===== src/rtl/fifo_pkg.sv =====
// Shared constants and helpers for the parametrised synchronous FIFO.
// Pointer/count widths are derived from the depth through fifo_log2.
package fifo_pkg;

  localparam int FIFO_WIDTH_DEF = 32'sd8;
  localparam int FIFO_DEPTH_DEF = 32'sd32;

  // Ceiling log2 usable in constant expressions (value 1 yields 0).
  function automatic int fifo_log2(input int value);
    int result;
    result = 32'sd0;
    for (int i = 0; i < 31; i++) begin
      if ((32'sd1 << i) < value) begin
        result = i + 32'sd1;
      end else begin
        result = result;
      end
    end
    return result;
  endfunction

endpackage


===== src/rtl/fifo_mem.sv =====
// FIFO storage: register array with one synchronous write port and an
// enable-gated registered read port. Only the read register is reset.
module fifo_mem #(
  parameter int WIDTH = 32'sd8,
  parameter int DEPTH = 32'sd32,
  parameter int AW    = 32'sd5
) (
  input  logic             clk,
  input  logic             rstN,
  input  logic             we,
  input  logic [AW-1:0]    waddr,
  input  logic [WIDTH-1:0] wdata,
  input  logic             re,
  input  logic [AW-1:0]    raddr,
  output logic [WIDTH-1:0] rdata
);

  logic [WIDTH-1:0] mem_r [DEPTH];
  logic [WIDTH-1:0] rdata_r;

  // Storage write; contents are deliberately left unreset.
  always_ff @(posedge clk) begin
    if (we) begin
      mem_r[waddr] <= wdata;
    end
  end

  // Read register: same-address write in the same cycle returns the old word.
  always_ff @(posedge clk or negedge rstN) begin
    if (!rstN) begin
      rdata_r <= {WIDTH{1'b0}};
    end else if (re) begin
      rdata_r <= mem_r[raddr];
    end else begin
      rdata_r <= rdata_r;
    end
  end

  assign rdata = rdata_r;

endmodule


===== src/rtl/fifo_sync_param.sv =====
// Parametrised single-clock FIFO with occupancy count, programmable
// almost flags and one-cycle overflow/underflow pulses; all outputs registered.
module fifo_sync_param
  import fifo_pkg::*;
#(
  parameter  int FIFO_WIDTH = FIFO_WIDTH_DEF,
  parameter  int FIFO_DEPTH = FIFO_DEPTH_DEF,
  parameter  int AF_THRESH  = FIFO_DEPTH - 32'sd4,
  parameter  int AE_THRESH  = 32'sd4,
  localparam int AW         = fifo_log2(FIFO_DEPTH),
  localparam int PW         = AW + 32'sd1
) (
  input  logic                  clk,
  input  logic                  rstN,
  input  logic                  wr_en,
  input  logic [FIFO_WIDTH-1:0] data_in,
  input  logic                  rd_en,
  output logic [FIFO_WIDTH-1:0] data_out,
  output logic                  empty,
  output logic                  full,
  output logic                  almost_empty,
  output logic                  almost_full,
  output logic [PW-1:0]         count,
  output logic [PW-1:0]         wrptr,
  output logic [PW-1:0]         rdptr,
  output logic                  overflow,
  output logic                  underflow
);

  localparam logic [PW-1:0] ZERO_C  = {PW{1'b0}};
  localparam logic [PW-1:0] ONE_C   = {{(PW-1){1'b0}}, 1'b1};
  localparam logic [PW-1:0] DEPTH_C = PW'(FIFO_DEPTH);
  localparam logic [PW-1:0] AF_C    = PW'(AF_THRESH);
  localparam logic [PW-1:0] AE_C    = PW'(AE_THRESH);

  if ((FIFO_DEPTH < 32'sd4) || ((FIFO_DEPTH & (FIFO_DEPTH - 32'sd1)) != 32'sd0)) begin : g_chk_depth
    $error("fifo_sync_param: FIFO_DEPTH must be a power of two and at least 4");
  end
  if ((AF_THRESH < 32'sd1) || (AF_THRESH > FIFO_DEPTH)) begin : g_chk_af
    $error("fifo_sync_param: AF_THRESH must lie in 1..FIFO_DEPTH");
  end
  if ((AE_THRESH < 32'sd0) || (AE_THRESH > (FIFO_DEPTH - 32'sd1))) begin : g_chk_ae
    $error("fifo_sync_param: AE_THRESH must lie in 0..FIFO_DEPTH-1");
  end

  logic [PW-1:0] wrptr_r, rdptr_r, count_r, count_nxt_s;
  logic          empty_r, full_r, ae_r, af_r, ovf_r, unf_r;
  logic          wr_acc_s, rd_acc_s;

  // Accept decisions and next occupancy; a full FIFO still takes a write
  // when a read drains a slot in the same cycle, an empty one never bypasses.
  always_comb begin
    wr_acc_s    = wr_en & (~full_r | rd_en);
    rd_acc_s    = rd_en & ~empty_r;
    count_nxt_s = count_r;
    if (wr_acc_s & ~rd_acc_s) begin
      count_nxt_s = count_r + ONE_C;
    end else if (~wr_acc_s & rd_acc_s) begin
      count_nxt_s = count_r - ONE_C;
    end else begin
      count_nxt_s = count_r;
    end
  end

  // Pointers, count, flags and error pulses; flags track the next count.
  always_ff @(posedge clk or negedge rstN) begin
    if (!rstN) begin
      wrptr_r <= ZERO_C;
      rdptr_r <= ZERO_C;
      count_r <= ZERO_C;
      empty_r <= 1'b1;
      full_r  <= 1'b0;
      ae_r    <= 1'b1;
      af_r    <= 1'b0;
      ovf_r   <= 1'b0;
      unf_r   <= 1'b0;
    end else begin
      wrptr_r <= wr_acc_s ? (wrptr_r + ONE_C) : wrptr_r;
      rdptr_r <= rd_acc_s ? (rdptr_r + ONE_C) : rdptr_r;
      count_r <= count_nxt_s;
      empty_r <= (count_nxt_s == ZERO_C);
      full_r  <= (count_nxt_s == DEPTH_C);
      ae_r    <= (count_nxt_s <= AE_C);
      af_r    <= (count_nxt_s >= AF_C);
      ovf_r   <= wr_en & full_r & ~rd_en;
      unf_r   <= rd_en & empty_r;
    end
  end

  fifo_mem #(
    .WIDTH (FIFO_WIDTH),
    .DEPTH (FIFO_DEPTH),
    .AW    (AW)
  ) u_mem (
    .clk   (clk),
    .rstN  (rstN),
    .we    (wr_acc_s),
    .waddr (wrptr_r[AW-1:0]),
    .wdata (data_in),
    .re    (rd_acc_s),
    .raddr (rdptr_r[AW-1:0]),
    .rdata (data_out)
  );

  assign empty        = empty_r;
  assign full         = full_r;
  assign almost_empty = ae_r;
  assign almost_full  = af_r;
  assign count        = count_r;
  assign wrptr        = wrptr_r;
  assign rdptr        = rdptr_r;
  assign overflow     = ovf_r;
  assign underflow    = unf_r;

endmodule


===== config.mk =====
export PLATFORM = sky130hd
export DESIGN_NAME = fifo_sync_param
export DESIGN_NICKNAME = d
export VERILOG_FILES = /design/src/rtl/fifo_pkg.sv /design/src/rtl/fifo_mem.sv /design/src/rtl/fifo_sync_param.sv
export SDC_FILE = /design/constraint.sdc
export NUM_CORES = 1
export LEC_CHECK = 0
export CAP_MARGIN = 30
export CORE_ASPECT_RATIO = 0.8
export CORE_MARGIN = 4
export CORE_UTILIZATION = 45
export DETAILED_ROUTE_END_ITERATION = 12
export PLACE_DENSITY_LB_ADDON = 0.1
export SLEW_MARGIN = 10
export SYNTH_ARGS = -nofsm -noshare
export SYNTH_HDL_FRONTEND = slang
export SYNTH_SLANG_ARGS = --single-unit

===== constraint.sdc =====
create_clock -name clk -period 2.05 [get_ports clk]
set_input_delay 0.205 -clock clk [delete_from_list [all_inputs] [get_ports clk]]
set_output_delay 0.205 -clock clk [all_outputs]
set_load 0.02 [all_outputs]

==> out/qor.yml <==
drt-initial-drc-count: 421
critPathMaxFanout: 7
yosysTopAreaCell: "edfxtp_1"
gr-usage-all-layers: 0.196
drv_slew: 0
cpMaxStageDelayCell: "dfrtp_4"
max_stage_delay_ns: 0.53
multi_input_area_um2: 2950
outcome: "complete, but fails checks"
hpwl_mm: 17.7
rsz0062_at_grt: "true"
tightestPinTransition_ns: 0.837
dieArea_um2: 28200
yosysTopAreaCellShare: 0.668
die_h_um: 151
start_kind: "flip-flop"
p_leak_nw: 4.97
period_share: 1.03
cp_top_family: "multiplexers"
maxSlewHeadroom: 0.442
min_path_type: "input pin to async pin"
fin_crit_ns: 2.12
antenna_found_initial: 0
cp_num_buf_inv: 3
grt_pass1_vias: 6383
dp_cells: 1049
setup_violations: 4
clock_skew_ns: 0.0207
crit_type: "flip-flop to flip-flop"
core_area_um2: 25200
arrival_ns: 2.55
numCtsBuffers: 29
grt_pass1_wl_mm: 41.5
postSynthAreaPerCell_um2: 18.3
chipWidth_um: 187
root_buffer: "clkbuf_16"
end_kind: "flip-flop"
gp_congestion: 0.840
rows: 52
grt_max_degree: 33
fmax_mhz: 472
ys.flop_type: "edfxtp_1"
layoutNonFillerInstCount: 1113
clk_latency_ns: 0.56
yosys_warnings: 0
dp_slack_ns: -0.389
mostFrequentLayoutCells: "edfxtp_1, buf_4, nor2_1, mux2i_1, mux4_2"
synth_area_leaders: "edfxtp_1, mux4_2, dfrtp_1, mux2i_1, nor2_1"
clk_transition_reported_paths_ns: 0.06
synth_nets: 649
fill_cells: 1914
clockBufferDepth: 3
drt_first_pass_iters: 4
ir_drop_mv: 0.800
async_flop_share: 0.111
area_growth_pct: 23.3
syn_area_um2: 11500
seq_area_um2: 8500
whs_ns: 0.294
synth_edf_count: 256
clock-sinks: 288
post_drt_wl_per_cell_um: 24.5
drive_gt1_frac: 0.290
ys_seq_elements: 288
nets: 785
ios: 44
ant_nets: 0
drc: 0
yosysUniqueCellTypes: 50
required_ns: 2.48
hold_violations: 0
fin_ws_ns: -0.0707
seq_area_frac_synth: 0.737
power_mw: 20.1
power.density_nw_per_um2: 1410
final_common_cell: "edfxtp_1"
initial_core_util: 0.456
cap_violations: 0
syn_inst: 630
cpMostUsedCell: "buf_12"
via_per_inst: 5.58
vias: 6212
grt-ovfl-total: 0
tns_ns: -0.188
cts_tree: "built"
cts_max_level: 1
crit_chain: "buf_12, buf_12, mux4_2, mux2i_1, nor2_1, nor4_2, buf_4, nor3_1"
wl_mm: 27.3
diodes: 0
violations: "setup timing"
io_buffers: 43
logic make-up (layout without fill, tap and decap cells):
family	after synthesis	after routing	share of synthesized area
DFF	288	288	0.737
and+or+nand+nor	126	126	0.0537
muxes	106	106	0.136
AOI/OAI and AO/OA	48	48	0.0340
buffers and inverters	39	198	0.0180
xor gates and xnor gates	15	15	0.0127
adders and majority gates	8	8	0.00847
metrics by stage:
step / utilization / cell area, um^2
floorplan: - / 11500
global placement: 0.512 / 12900
detailed placement: 0.512 / 12900
CTS: 0.557 / 14000
global route: 0.562 / 14200
finish: 0.562 / 14200
power breakdown:
part | total, mW | internal (mW) | switching [mW]
combinational | 6.89 | 3.26 | 3.63
sequential | 7.55 | 7.01 | 0.539
clock | 5.64 | 3.48 | 2.16
what timing repair did:
| item | CTS | global route |
|---|---|---|
| endpoints found under the setup margin | 12 | 13 |
| pin swaps | 2 | 4 |
| endpoints found under the hold margin | 30 | 0 |
| hold buffers | 1 | 0 |
| resized for setup | 14 | 23 |
| setup buffers | 4 | 5 |
final timing paths:
check	cells past startpoint	end	slack, ns	from
setup reg to reg	8	u_mem.rdata[2]$_DFFE_PN0P_	-0.07	rdptr[0]$_DFFE_PN0P_
setup / recovery	8	u_mem.rdata[2]$_DFFE_PN0P_	-0.07	rdptr[0]$_DFFE_PN0P_
max in group asynchronous	2	rdptr[0]$_DFFE_PN0P_	1.14	rstN
hold / removal	2	count[5]$_DFF_PN0_	0.29	rstN
hold reg to reg	1	wrptr[5]$_DFFE_PN0P_	0.49	wrptr[5]$_DFFE_PN0P_
min in group clk	4	overflow$_DFF_PN0_	0.46	rd_en
synthesized netlist by cell type, types with 2 or more instances:
master       n
a2111oi_2    7
xnor2_1     10
nand3_1      2
or3b_2       2
buf_4        6
o21ai_0      4
xor2_1       3
edfxtp_1   256
ha_1         7
xnor2_2      2
dfstp_2      2
nor2b_1      2
mux4_2      40
buf_6        3
clkbuf_1     9
dfrtp_1     30
nand2_1     14
nand2b_1     4
mux2i_1     64
buf_1        2
a21oi_2      2
inv_1        6
and3_1       3
a21oi_1      3
nor3_1       9
mux2_2       2
o22ai_1     24
nand4_1      6
nor2_1      63
nand3b_1     3
nor4_1       8
buf_2       13
nor4bb_1     2
state kept, by name (all words and copies together), names as in the netlist:
register and flops:
u_mem.mem_r 256, u_mem.rdata 8, count 6, rdptr 6, wrptr 6, almost_empty 1
almost_full 1, empty 1, full 1, overflow 1, underflow 1
cell type report:
cell class	count	share of cell area
sequential	288	0.599
multi-input combinational	303	0.208
timing repair buffer	138	0.0911
inverter	6	0.00159
clock buffer	36	0.0530
tap	324	0.0286
clock inverter	18	0.0189
routing by layer:
metal	global-route usage	vias to the layer above	wire length [um]
met4	0.0410	0	422
met3	0.0263	35	1410
li1	-	2780	-
met2	0.308	174	12700
met5	0	-	0
met1	0.299	3223	12800
(Power assumes the default switching activity.)
